$ cat src/rtl/c7bicu_fetch.sv
// Instruction-fetch bridge: one 8-byte fetch at a time from the IFU to the BIU; beats are assembled into a 64-bit packet.
// Optional single-entry line buffer when C7B_ICU_LINEBUF_EN is defined.
module c7bicu_fetch #(
  parameter int BIU_DW = 32
) (
  input  logic              clk,
  input  logic              reset,
  input  logic              ifu_icu_req_ic1,
  input  logic [31:0]       ifu_icu_addr_ic1,
  output logic              icu_ifu_ack_ic1,
  input  logic              ifu_icu_cancel,
  input  logic              ifu_icu_inv,
  output logic              icu_ifu_data_valid_ic2,
  output logic [63:0]       icu_ifu_data_ic2,
  output logic              icu_ifu_err_ic2,
  output logic              icu_biu_req,
  output logic [31:0]       icu_biu_addr,
  input  logic              biu_icu_gnt,
  input  logic              biu_icu_rvalid,
  input  logic [BIU_DW-1:0] biu_icu_rdata,
  input  logic              biu_icu_rerr
);

  localparam logic [1:0] S_IDLE = 2'd0;
  localparam logic [1:0] S_REQ  = 2'd1;
  localparam logic [1:0] S_DATA = 2'd2;

  logic [1:0]  state_q, state_d;
  logic [28:0] tag_q, tag_d;
  logic        beat_q, beat_d;
  logic        drop_q, drop_d;
  logic        err_acc_q, err_acc_d;
  logic [31:0] lo_q, lo_d;
  logic        dv_q, dv_d;
  logic [63:0] data_q, data_d;
  logic        err_q, err_d;
  logic        ack_c, fill_c, last_beat, lb_hit;
  logic [63:0] pkt, lb_data;

  generate
    if (BIU_DW == 64) begin : g_dw64
      assign last_beat = 1'b1;
      assign pkt       = biu_icu_rdata[63:0];
    end else begin : g_dw32
      // beat0 is parked in lo_q; the final beat completes the packet on the fly
      assign last_beat = beat_q;
      assign pkt       = {biu_icu_rdata[31:0], lo_q};
    end
  endgenerate

`ifdef C7B_ICU_LINEBUF_EN
  logic        lb_v_q;
  logic [28:0] lb_tag_q;
  logic [63:0] lb_data_q;

  assign lb_hit  = lb_v_q && (lb_tag_q == ifu_icu_addr_ic1[31:3]);
  assign lb_data = lb_data_q;

  // an inv coinciding with a fill wins: the entry stays invalid
  always_ff @(posedge clk or posedge reset) begin
    if (reset) begin
      lb_v_q    <= 1'b0;
      lb_tag_q  <= '0;
      lb_data_q <= '0;
    end else if (fill_c) begin
      lb_v_q    <= ~ifu_icu_inv;
      lb_tag_q  <= tag_q;
      lb_data_q <= pkt;
    end else if (ifu_icu_inv) begin
      lb_v_q    <= 1'b0;
    end
  end

  logic unused_lb;
  assign unused_lb = ^ifu_icu_addr_ic1[2:0];
`else
  assign lb_hit  = 1'b0;
  assign lb_data = '0;

  logic unused_lb;
  assign unused_lb = ^{ifu_icu_addr_ic1[2:0], ifu_icu_inv, fill_c};
`endif

  always_comb begin
    state_d   = state_q;
    tag_d     = tag_q;
    beat_d    = beat_q;
    drop_d    = drop_q;
    err_acc_d = err_acc_q;
    lo_d      = lo_q;
    dv_d      = 1'b0;
    data_d    = data_q;
    err_d     = err_q;
    ack_c     = 1'b0;
    fill_c    = 1'b0;
    case (state_q)
      S_IDLE: begin
        if (ifu_icu_req_ic1) begin
          ack_c = 1'b1;
          if (lb_hit) begin
            dv_d   = 1'b1;
            data_d = lb_data;
            err_d  = 1'b0;
          end else begin
            state_d   = S_REQ;
            tag_d     = ifu_icu_addr_ic1[31:3];
            beat_d    = 1'b0;
            drop_d    = 1'b0;
            err_acc_d = 1'b0;
          end
        end
      end
      S_REQ: begin
        if (ifu_icu_cancel) drop_d = 1'b1;
        if (biu_icu_gnt) state_d = S_DATA;
      end
      S_DATA: begin
        if (ifu_icu_cancel) drop_d = 1'b1;
        if (biu_icu_rvalid) begin
          err_acc_d = err_acc_q | biu_icu_rerr;
          if (last_beat) begin
            state_d = S_IDLE;
            beat_d  = 1'b0;
            fill_c  = ~(err_acc_q | biu_icu_rerr);
            // a dropped fetch still completes but never updates the visible packet
            if (!(drop_q || ifu_icu_cancel)) begin
              dv_d   = 1'b1;
              data_d = pkt;
              err_d  = err_acc_q | biu_icu_rerr;
            end
          end else begin
            beat_d = 1'b1;
            lo_d   = biu_icu_rdata[31:0];
          end
        end
      end
      default: state_d = S_IDLE;
    endcase
  end

  always_ff @(posedge clk or posedge reset) begin
    if (reset) begin
      state_q   <= S_IDLE;
      tag_q     <= '0;
      beat_q    <= 1'b0;
      drop_q    <= 1'b0;
      err_acc_q <= 1'b0;
      lo_q      <= '0;
      dv_q      <= 1'b0;
      data_q    <= '0;
      err_q     <= 1'b0;
    end else begin
      state_q   <= state_d;
      tag_q     <= tag_d;
      beat_q    <= beat_d;
      drop_q    <= drop_d;
      err_acc_q <= err_acc_d;
      lo_q      <= lo_d;
      dv_q      <= dv_d;
      data_q    <= data_d;
      err_q     <= err_d;
    end
  end

  // a cancel in the pulse cycle itself still kills the pulse
  assign icu_ifu_ack_ic1        = ack_c;
  assign icu_ifu_data_valid_ic2 = dv_q & ~ifu_icu_cancel;
  assign icu_ifu_data_ic2       = data_q;
  assign icu_ifu_err_ic2        = err_q;
  assign icu_biu_req            = (state_q == S_REQ);
  assign icu_biu_addr           = {tag_q, 3'b000};

endmodule

$ cat config.mk
export PLATFORM = sky130hd
export DESIGN_NAME = c7bicu_fetch
export DESIGN_NICKNAME = d
export VERILOG_FILES = /design/src/rtl/c7bicu_fetch.sv
export SDC_FILE = /design/constraint.sdc
export NUM_CORES = 1
export LEC_CHECK = 0
export CORE_AREA = 2 2 124 96
export CTS_BUF_LIST = sky130_fd_sc_hd__clkbuf_2 sky130_fd_sc_hd__clkbuf_4 sky130_fd_sc_hd__clkbuf_8
export DETAILED_ROUTE_END_ITERATION = 10
export DIE_AREA = 0 0 126 98
export GPL_ROUTABILITY_DRIVEN = 0
export GPL_TIMING_DRIVEN = 0
export PLACE_DENSITY = 0.82
export SKIP_CTS_REPAIR_TIMING = 1
export SYNTH_ARGS = -nofsm -noshare
export SYNTH_HDL_FRONTEND = slang
export SYNTH_SLANG_ARGS = --single-unit
$ cat constraint.sdc
create_clock -name clk -period 5.5 [get_ports clk]
set_input_delay 0.55 -clock clk [delete_from_list [all_inputs] [get_ports clk]]
set_output_delay 0.55 -clock clk [all_outputs]
set_load 0.01 [all_outputs]
* Word level (Yosys, flattened, before mapping)
Index checks and enable logic that the tools add are counted.
Storage, ports and cells: bits in read-only memories 0, input port bits 72, latch bits 0, bits in registers 132, RAM bits 0, output and inout bits 100, memories 0
Operators by class: multipliers 0, shifts and indexed selects 0, add/sub/neg operators 0, divide/modulo/power cells 0, equal/unequal tests 7, bitwise gates (word level) 5, reduce and logical (&&, ||, !) cells 11, magnitude comparators 0, muxes and demuxes 19
Operators with widths (count):
- 1-bit two-way mux | 11
- 3-bit AND reduction | 3
- 2-bit two-way mux | 4
- 4-bit AND reduction | 2
- 2-bit != test (second input constant) | 3
- 1-bit case mux with 2 select lines | 3
- 2-bit case mux with 3 select lines | 1
- 2-bit by 1-bit != test with 1-bit output (second input constant) | 2
- 2-bit nonzero test | 2
- 1-bit inverter | 3
- 2-bit by 1-bit == test with 1-bit output (second input constant) | 1
- 2-bit == test (second input constant) | 1
- 2-bit logical NOT | 1
- 2-bit AND reduction | 1
- 2-bit OR reduction | 1
- 1-bit AND | 1
- 1-bit logical OR | 1
- 1-bit bitwise OR | 1

* Depth between registers and ports, before layout
Gate-level depths: netlist (run 1).
word-level depth 5, gate-level depth with buffers 7

* Least setup slack after synthesis (run 1)
Ideal clock, no wire load.
path kind reg-to-reg, from reg state_q[0], to reg data_q[0], in the netlist icu_ifu_data_ic2[0], period minus slack after synthesis 1.947 ns, setup slack 3.553 ns, path buffers 2, stages on the path, launching flop included 8, data arrival time 1.822 ns, path through dfrtp_1 > inv_1 > ha_1 > inv_1 > or4_4 > buf_6 > buf_6 > mux2_4
On the way: word-level cells in the longest chain between the ends 2
RTL lines:
- from (decl) | line 28 | logic [1:0] state_q, state_d;
- from (signal assigned) | line 153 | state_q <= state_d;
- 2-bit == test | line 96 | case (state_q)
- 4-bit AND reduction (no source line)
- to (signal assigned) | line 160 | data_q <= data_d;
- to (decl) | line 35 | logic [63:0] data_q, data_d;
No other way between the ends. A chain may end at the register's enable or synchronous reset.

* Worst setup path after layout (run 1)
from reg state_q[0], to out icu_ifu_ack_ic1
On the way: word-level cells in the longest chain between the ends 2
RTL lines:
- 2-bit logical NOT | line 96
- 1-bit two-way mux | line 96
- to (decl) | line 10 | output logic icu_ifu_ack_ic1,
No other way between the ends.

==> results.md, run 1 <==
* Die width at 126 um
* Startpoint class of the critical path: flop
* CP Cell Sequence: inv_1, ha_1, nand2_1, clkbuf_1, inv_1, clkdlybuf4s50_1
* Finished Layout Cells at 650
* Layout area overhead at 42.1%
* Worst path most repeated cell: inv_1
* Post-synth ARST share at 1.00
* GRT overflow at 0
* Final Max Tran Viols at 0
* Net Sw Frac at 0.295
* Layout cell share with drive strength beyond 1 at 0.342
* Placed insts at 618
* Nets at 570
* Netlist cell types at 22
* Critical Path RT at 4.95 ns
* Synthesized area per cell at 17.1 um^2
* Worst path max stage delay at 0.49 ns
* CTS tree: done
* Post-DRT Antenna Nets at 0
* Syn Inst Count at 307
* Vias in the first global route at 3610
* DP Wirelength at 7950 um
* Worst Skew at 0.00980 ns
* Period utilization at 0.509
* Maximum VDD drop at 348 uV
* Vias per inst at 4.89
* Power share of the clock group at 0.178
* First-pass GRT wire length at 18400 um
* Post-synthesis xor/xnor area fraction at 0
* Core area at 11200 um^2
* Post-synth EDFFs at 0
* IO buf count at 164
* Proportion of synthesized area in mux cells at 0.315
* CTS max path bufs at 2
* Hold Fails Final Rpt at 0
* Crit path time final at 2.80 ns
* Die H at 98 um
* Max H-tree Level at 4
* Vias at 3181
* Setup violators final at 0
* Num CTS Buffers at 17
* Area share of and/or/nand/nor cells after synthesis at 0.0126
* PwrDens at 534 nW/um^2
* Die area at 12300 um^2
* Post-route DRC at 0
* CP top delay family: buffers and inverters
* Post-Synth Adder-Cell Area at 0.0119
* Initial drt markers at 115
* First drt pass iteration count at 4
* Warnings, synthesis at 0
* Seq pwr share at 0.417
* Wire length per cell at 16.9 um
* Top-level port count at 172
* Latest clock arrival within the worst-skew pair at 0.43 ns
* Relative max-transition margin at 0.574
* Status: complete, no violations
* Initial Util at 0.469
* Final WL at 11000 um
* Switching power total at 1.18 mW
* Most common flop cell mapped by yosys: dfrtp_1
* Seq/Total Area, Yosys at 0.628
* Slowest stage cell, crit path: clkdlybuf4s50_1
* Initial antenna violation count at 0
* Crit-path max FO at 10
* Largest net degree at the start of global routing at 74
* Gr usage total at 0.190
* Max frequency at 357 MHz
* Post-Syn Area at 5260 um^2
* Worst EP arrival at 2.25 ns
* Crit. End Element: primary output
* Worst Hold Class: reg2reg
* # rows at 34
* Post-route setup slack at 2.70 ns
* Buf+Inv Stages, Crit Path at 4
* Unrepaired setup endpoints after global routing: false
* Combinational share of power at 0.405
* Clk slew on worst S/H paths at 0.08 ns
* Antenna diodes at 0
* Clock root buffer: clkbuf_8
* Clock sink count at 132
* Worst Tran Pin Value at 0.640 ns
* Max Cap Violations at 0
* Crit Path Category: reg2out
* Synthesized flop and latch total at 132
* Place WS at 2.76 ns
* Largest family of logic cells by synthesized area: multiplexers
* Internal Dissipation at 2.82 mW
* Compound-cell area share of the yosys netlist at 0.00523
* Pleak at 3.51 nW
-- cell families (layout without fill, tap and decap cells) --
kind of cell,after synthesis,count (layout)
DFF,132,132
adders and majority gates,5,5
other,1,3
AOI/OAI and AO/OA,4,4
and+or+nand+nor,11,11
muxes,131,131
buffers and inverters,23,220
-- state kept, by name (all words and copies together) (netlist names) --
signal and cells:
state_q 2, beat_q 1, tag_q 29, lo_q 32, dv_q 1, drop_q 1, icu_ifu_data_ic2 64, icu_ifu_err_ic2 1
err_acc_q 1
-- worst paths after layout --
kind / start / endpoint / slack [ns] / cells past startpoint
setup / recovery: state_q[0]$_DFFE_PP0P_ / icu_ifu_ack_ic1 / 2.70 / 6
hold / removal: lo_q[14]$_DFFE_PP0P_ / icu_ifu_data_ic2[14]$_DFFE_PP0P_ / 0.50 / 1
setup reg to reg: state_q[0]$_DFFE_PP0P_ / icu_ifu_data_ic2[43]$_DFFE_PP0P_ / 3.40 / 7
hold reg to reg: lo_q[14]$_DFFE_PP0P_ / icu_ifu_data_ic2[14]$_DFFE_PP0P_ / 0.50 / 1
max in group asynchronous: reset / lo_q[30]$_DFFE_PP0P_ / 4.21 / 3
min in group asynchronous: reset / icu_ifu_data_ic2[19]$_DFFE_PP0P_ / 0.55 / 2
-- cells in the final DEF, fill, tap and decap left out --
cell type,n
a21oi_1,2
a221oi_1,1
a2bb2oi_1,1
buf_1,1
buf_16,1
buf_2,1
buf_4,3
buf_6,6
clkbuf_1,5
clkbuf_4,2
clkbuf_8,17
clkdlybuf4s50_1,164
clkinv_2,1
clkinv_4,3
clkinvlp_4,5
conb_1,3
dfrtp_1,132
ha_1,5
inv_1,6
inv_6,5
mux2_2,79
mux2_4,49
mux2i_1,3
nand2_1,2
nand3b_1,1
nor2_1,3
nor2b_1,2
nor3b_1,1
nor4b_1,1
or4_4,1
-- layout make-up --
class / instances / area, um^2
well taps: 144 / 180
clock inverters: 13 / 104
fillers: 823 / 3750
inverters: 7 / 31.3
flip-flops and latches: 132 / 3300
multi-input cells: 154 / 1820
clock buffers: 19 / 249
plain buffers: 16 / 118
repair buffers: 165 / 1670
-- per-layer routing --
layer	global-route usage	vias to the layer above	share of wire
li1	-	1438	-
met1	0.241	1623	0.42
met2	0.306	107	0.49
met3	0.0712	13	0.074
met4	0.0609	0	0.011
met5	0	-	0
-- power groups by stage --
stage | clock [mW] | sequential (mW) | combinational, mW
finish | 0.711 | 1.67 | 1.62
floorplan | 0 | 1.78 | 0.664
detailed placement | 0 | 1.68 | 1.63
CTS | 0.737 | 1.67 | 1.64
global route | 0.788 | 1.72 | 1.73
global placement | 0 | 1.65 | 1.59
-- through the flow --
step | setup TNS [ns] | hold slack [ns] | power, mW | utilization | area [um^2]
CTS | 0 | 0.504 | 4.05 | 0.666 | 7480
detailed placement | 0 | 0.492 | 3.31 | 0.634 | 7120
floorplan | 0 | 0.455 | 2.45 | - | 5270
global placement | -31.44 | 0.480 | 3.23 | 0.631 | 7090
finish | 0 | 0.497 | 3.99 | 0.666 | 7480
global route | 0 | 0.513 | 4.24 | 0.666 | 7480
-- cell usage after synthesis, types with 2 or more instances --
cell type  count  share of area
mux2i_1        3         0.0057
nor2b_1        2         0.0024
buf_4          3         0.0043
buf_6          6          0.013
nand2_1        2         0.0014
mux2_4        49           0.14
a21oi_1        2         0.0019
ha_1           5          0.012
inv_1          7         0.0050
nor2_1         3         0.0021
dfrtp_1      132           0.63
mux2_2        79           0.17
clkbuf_1       5         0.0036
(Power assumes the default switching activity.)
==> run 2: changes to the inputs <==
==> constraint.sdc (replaced) <==
create_clock -name clk -period 2.76 [get_ports clk]
set_input_delay 0.276 -clock clk [delete_from_list [all_inputs] [get_ports clk]]
set_output_delay 0.276 -clock clk [all_outputs]
set_load 0.01 [all_outputs]
==> results.md, run 2 (synthesized netlist as in run 1, its figures left out) <==
* Max Cap Violations at 0 (unchanged)
* Status: complete, no violations
* Maximum VDD drop at 519 uV (+49%)
* Final WL at 11200 um (+1.6%)
* Commonest non-fill, non-tap cell in the layout: clkdlybuf4s50_1
* Relative max-transition margin at 0.410 (-0.164)
* Area of the multi-input gates at 1820 um^2 (unchanged)
* Worst path most repeated cell: inv_1
* Post-DRT Antenna Nets at 0 (unchanged)
* Layout cell share with drive strength beyond 1 at 0.345 (+0.00327)
* Core area at 11200 um^2 (unchanged)
* DP Wirelength at 8060 um (+1.4%)
* Top-level port count at 172 (unchanged)
* Unrepaired setup endpoints after global routing: false
* Vias per inst at 4.86 (-0.59%)
* Hold Fails Final Rpt at 0 (unchanged)
* Pleak at 3.54 nW (+1.1%)
* Finished Layout Cells at 651 (+0.15%)
* Switching power total at 2.38 mW (+100%)
* Clock root buffer: clkbuf_8
* Largest net degree at the start of global routing at 45 (-39%)
* Commonest cells after routing, fill and taps aside: 164 x clkdlybuf4s50_1, 132 x dfrtp_1, 79 x mux2_2
* Worst Tran Pin Value at 0.883 ns (+0.244 ns)
* Initial drt markers at 88 (-23%)
* Crit Path Category: reg2out
* Antenna diodes at 0 (unchanged)
* Crit. End Element: primary output
* PwrDens at 1080 nW/um^2 (+100%)
* CTS max path bufs at 2 (unchanged)
* Internal Dissipation at 5.80 mW (+110%)
* Buf+Inv Stages, Crit Path at 3 (-1)
* Nets at 571 (+0.18%)
* Wire length per cell at 17.1 um (+1.5%)
* Worst path max stage delay at 0.54 ns (+0.05 ns)
* Crit-path max FO at 12 (+2)
* Die width at 126 um (unchanged)
* Number of fill cells in the layout at 816 (-0.85%)
* Vias in the first global route at 3555 (-1.5%)
* Max H-tree Level at 4 (unchanged)
* Clk slew on worst S/H paths at 0.08 ns (about the same)
* Die H at 98 um (unchanged)
* Worst Hold Class: in2async
* CP Cell Sequence: inv_1, ha_1, nand2_1, inv_1, clkdlybuf4s50_1
* Combinational share of power at 0.397 (-0.008)
* Gr usage total at 0.189 (-0.000995)
* IO buf count at 164 (unchanged)
* Slowest stage cell, crit path: clkdlybuf4s50_1
* Layout area overhead at 43.7%
* Placed insts at 620 (+0.32%)
* Die area at 12300 um^2 (unchanged)
* CP top delay family: buffers and inverters
* Worst EP arrival at 2.15 ns (-0.10 ns)
* Register area at 3300 um^2 (unchanged)
* Latest clock arrival within the worst-skew pair at 0.43 ns (about the same)
* Net Sw Frac at 0.291 (-0.00423)
* Max reg flops at 64 (unchanged)
* Num CTS Buffers at 17 (unchanged)
* Final Max Tran Viols at 0 (unchanged)
* Setup violators final at 0 (unchanged)
* Vias at 3167 (-0.44%)
* Period utilization at 0.879
* GRT overflow at 0 (unchanged)
* Max frequency at 412 MHz
* First-pass GRT wire length at 18200 um (-1.1%)
* Clock sink count at 132 (unchanged)
* # rows at 34 (unchanged)
* Initial antenna violation count at 0 (unchanged)
* Initial Util at 0.469 (unchanged)
* Power share of the clock group at 0.197 (+0.019)
* Post-route DRC at 0 (unchanged)
* Startpoint class of the critical path: flop
* Worst Skew at 0.0108 ns (+0.000958 ns)
* Total Power at 8.17 mW (+100%)
* CTS tree: done
* Critical Path RT at 2.48 ns (-2.47 ns)
* First drt pass iteration count at 4 (unchanged)
* Crit path time final at 2.43 ns
* Seq pwr share at 0.406 (-0.011)
run 2: cell count changes in the layout (fill, tap and decap cells not counted), sizes merged:
| cell | delta |
|---|---|
| buf | +2 |
| bufinv | +2 |
| clkbuf | -2 |
| clkinv | +1 |
| inv | -2 |
run 2: per-layer routing:
metal	global-route usage	vias to the layer above	share of wire
met5	0	-	0
met4	0.0769	0	0.015
met3	0.0789	14	0.081
met2	0.299	115	0.47
met1	0.233	1599	0.44
li1	-	1439	-
run 2: per-stage QoR:
stage	util	setup TNS (ns)	hold slack, ns	instance area [um^2]	setup slack (ns)
after floorplan	-	0	0.347	5270	0.813
after global placement	0.632	-36.12	0.480	7100	-0.279
after detailed placement	0.638	0	0.491	7160	0.629
after CTS	0.673	0	0.371	7560	0.180
after global routing	0.673	0	0.422	7560	0.0995
final	0.673	0	0.366	7560	0.334
run 2: final timing paths:
check	cells past startpoint	startpoint	to	slack [ns]
max in group asynchronous	3	reset	icu_ifu_data_ic2[53]$_DFFE_PP0P_	1.71
max reg2reg	7	state_q[0]$_DFFE_PP0P_	icu_ifu_data_ic2[1]$_DFFE_PP0P_	0.66
max	5	state_q[0]$_DFFE_PP0P_	icu_ifu_ack_ic1	0.33
min	2	reset	icu_ifu_data_ic2[46]$_DFFE_PP0P_	0.37
min in group clk	2	ifu_icu_addr_ic1[21]	tag_q[18]$_DFFE_PP0P_	0.45
min reg2reg	1	lo_q[10]$_DFFE_PP0P_	icu_ifu_data_ic2[10]$_DFFE_PP0P_	0.50
run 2: power by group through the flow:
stage,registers (mW),logic (mW),clock network [mW]
5_1_grt,3.43,3.46,1.75
2_1_floorplan,3.55,1.32,0
3_3_place_gp,3.28,3.17,0
3_5_place_dp,3.35,3.27,0
4_1_cts,3.33,3.29,1.66
6_report,3.32,3.24,1.61
run 2: final cells by class:
type / instances / share of cell area
flip-flops and latches: 132 / 0.437
plain buffers: 15 / 0.0151
repair buffers: 167 / 0.226
clock buffers: 18 / 0.0328
clock inverters: 14 / 0.0202
multi-input cells: 154 / 0.241
inverters: 7 / 0.00397
well taps: 144 / 0.0238
run 2: worst reg2reg max path, delay by kind of cell, from the launching register on:
family                     cells  cell delay (ns)
DFF                            1             0.40
muxes                          1             0.31
and+or+nand+nor                1             0.54
buffers and inverters          4             0.55
adders and majority gates      1             0.19
==> run 3: changes to the inputs <==
--- a/config.mk
+++ b/config.mk
@@ -5,10 +5,10 @@
 export SDC_FILE = /design/constraint.sdc
 export NUM_CORES = 1
 export LEC_CHECK = 0
-export CORE_AREA = 2 2 124 96
+export CORE_AREA = 2 2 108 110
 export CTS_BUF_LIST = sky130_fd_sc_hd__clkbuf_2 sky130_fd_sc_hd__clkbuf_4 sky130_fd_sc_hd__clkbuf_8
 export DETAILED_ROUTE_END_ITERATION = 10
-export DIE_AREA = 0 0 126 98
+export DIE_AREA = 0 0 110 112
 export GPL_ROUTABILITY_DRIVEN = 0
 export GPL_TIMING_DRIVEN = 0
 export PLACE_DENSITY = 0.82
==> results.md, run 3 (synthesized netlist as in run 1, its figures left out) <==
* Status: complete, no violations
* Minimum hold slack at 0.221 ns (-0.145 ns)
* First drt pass iteration count at 4 (unchanged)
* Pleak at 3.53 nW (-0.35%)
* Layout area overhead at 43.1%
* Worst Skew at 0.0101 ns (-0.000688 ns)
* Critical Path RT at 2.48 ns (about the same)
* Vias at 3170 (+0.095%)
* PwrDens at 1070 nW/um^2 (-0.92%)
* Vias in the first global route at 3628 (+2.1%)
* Post-DRT Antenna Nets at 0 (unchanged)
* Post-route setup slack at 0.244 ns (-0.0900 ns)
* Power share of the clock group at 0.188 (-0.009)
* Final TNS setup at 0 ns (unchanged)
* Hold Fails Final Rpt at 0 (unchanged)
* IO buf count at 164 (unchanged)
* Startpoint class of the critical path: flop
* Die H at 112 um (+14%)
* Die area at 12300 um^2 (-0.23%)
* Maximum VDD drop at 569 uV (+9.5%)
* Final Max Tran Viols at 0 (unchanged)
* Place WS at 0.574 ns (-0.0546 ns)
* Relative max-transition margin at 0.560 (+0.150)
* Worst Hold Class: in2async
* Setup slack, reg-to-reg at 0.67 ns (about the same)
* Final WL at 11000 um (-1.8%)
* Die width at 110 um (-13%)
* Combinational share of power at 0.401 (+0.004)
* First-pass GRT wire length at 18100 um (-0.53%)
* Nets at 572 (+0.18%)
* CTS max path bufs at 2 (unchanged)
* Crit path time final at 2.52 ns (+0.0900 ns)
* Period utilization at 0.912 (+0.0326)
* Switching power total at 2.36 mW (-0.64%)
* Initial Util at 0.471 (+0.00236)
* Seq pwr share at 0.411 (+0.005)
* Gr usage total at 0.193 (+0.00374)
* Num CTS Buffers at 17 (unchanged)
* Unrepaired setup endpoints after global routing: false
* Wire length per cell at 16.8 um (-1.8%)
* Max Cap Violations at 0 (unchanged)
* Vias per inst at 4.87 (about the same)
* Clock root buffer: clkbuf_8
* Max reg flops at 64 (unchanged)
* Final Core Density at 0.674 (+0.000705)
* Internal Dissipation at 5.71 mW (-1.6%)
* Max frequency at 397 MHz (-3.6%)
* Max H-tree Level at 4 (unchanged)
* Setup violators final at 0 (unchanged)
* Crit Path Category: reg2out
* GRT overflow at 0 (unchanged)
* Clk slew on worst S/H paths at 0.08 ns (about the same)
* Initial antenna violation count at 0 (unchanged)
* Worst r2r path cells at 7 (unchanged)
* Initial drt markers at 90 (+2.3%)
* Layout cell share with drive strength beyond 1 at 0.344 (-0.000679)
* Latest clock arrival within the worst-skew pair at 0.42 ns (about the same)
* Net Sw Frac at 0.293 (+0.00197)
* Crit. End Element: primary output
* Clock sink count at 132 (unchanged)
* Crit-path max FO at 10 (-2)
* Antenna diodes at 0 (unchanged)
* Post-route DRC at 0 (unchanged)
* Worst Tran Pin Value at 0.661 ns (-0.223 ns)
* CTS tree: done
* Top-level port count at 172 (unchanged)
* # rows at 39 (+15%)
* Core area at 11200 um^2 (-0.50%)
* Commonest cells after routing, fill and taps aside: 164 x clkdlybuf4s50_1, 132 x dfrtp_1, 79 x mux2_2
* DP Wirelength at 8090 um (+0.46%)
* Worst EP arrival at 2.24 ns (+0.09 ns)
* Commonest non-fill, non-tap cell in the layout: clkdlybuf4s50_1
* Crit Reg-Reg Endpoint: icu_ifu_data_ic2[52]$_DFFE_PP0P_
* Worst r2r src: state_q[0]$_DFFE_PP0P_
* Largest net degree at the start of global routing at 46 (+2.2%)
==> run 3: cell types whose count changed in the layout (fill, tap and decap cells not counted), sizes merged <==
cell / change
bufinv: -1
clkinv: +1
clkbuf: +1
==> run 3: layer usage <==
| layer | vias up | routed length, um | track usage |
|---|---|---|---|
| li1 | 1452 | - | - |
| met1 | 1590 | 4540 | 0.236 |
| met2 | 120 | 5490 | 0.316 |
| met3 | 8 | 866 | 0.0767 |
| met4 | 0 | 70 | 0.0540 |
| met5 | - | 0 | 0 |
==> run 3: layout make-up <==
class                      count  area (um^2)
buffer                        16          118
clock inverter                14          128
tap                          143          179
timing repair buffer         167         1700
clock buffer                  18          248
inverter                       7         30.0
sequential                   132         3300
fill                         796         3640
multi-input combinational    154         1820
==> run 3: worst max-delay path, cell delays in order, from the launching register on <==
cell and delay [ns]:
dfrtp_1 0.39, inv_1 0.09, ha_1 0.23, nand2_1 0.12
clkbuf_1 0.42, inv_1 0.08, clkdlybuf4s50_1 0.49
==> run 3: how the worst max path moves through the flow <==
| stage | startpoint | to | slack [ns] | cells past startpoint |
|---|---|---|---|---|
| after floorplan | state_q[0]$_DFFE_PP0P_ | icu_ifu_data_ic2[0]$_DFFE_PP0P_ | 0.81 | 7 |
| after global placement | reset | icu_ifu_data_ic2[38]$_DFFE_PP0P_ | -0.25 | 2 |
| after detailed placement | ifu_icu_req_ic1 | icu_ifu_ack_ic1 | 0.57 | 5 |
| after CTS | state_q[1]$_DFFE_PP0P_ | icu_ifu_ack_ic1 | 0.17 | 6 |
| after global routing | state_q[0]$_DFFE_PP0P_ | icu_ifu_ack_ic1 | 0.03 | 6 |
| final | state_q[1]$_DFFE_PP0P_ | icu_ifu_ack_ic1 | 0.24 | 6 |
==> run 3: power groups by stage <==
stage	logic, mW	registers, mW	clock network (mW)
detailed placement	3.27	3.35	0
global route	3.48	3.42	1.66
global placement	3.16	3.28	0
CTS	3.29	3.32	1.56
floorplan	1.32	3.55	0
finish	3.24	3.31	1.52
==> run 3: stage by stage <==
| step | std cells | total power, mW | instance area (um^2) |
|---|---|---|---|
| 4_1_cts | 651 | 8.17 | 7530 |
| 3_5_place_dp | 619 | 6.62 | 7150 |
| 5_1_grt | 651 | 8.57 | 7530 |
| 6_report | 651 | 8.07 | 7530 |
| 3_3_place_gp | 616 | 6.45 | 7090 |
| 2_1_floorplan | 309 | 4.88 | 5270 |
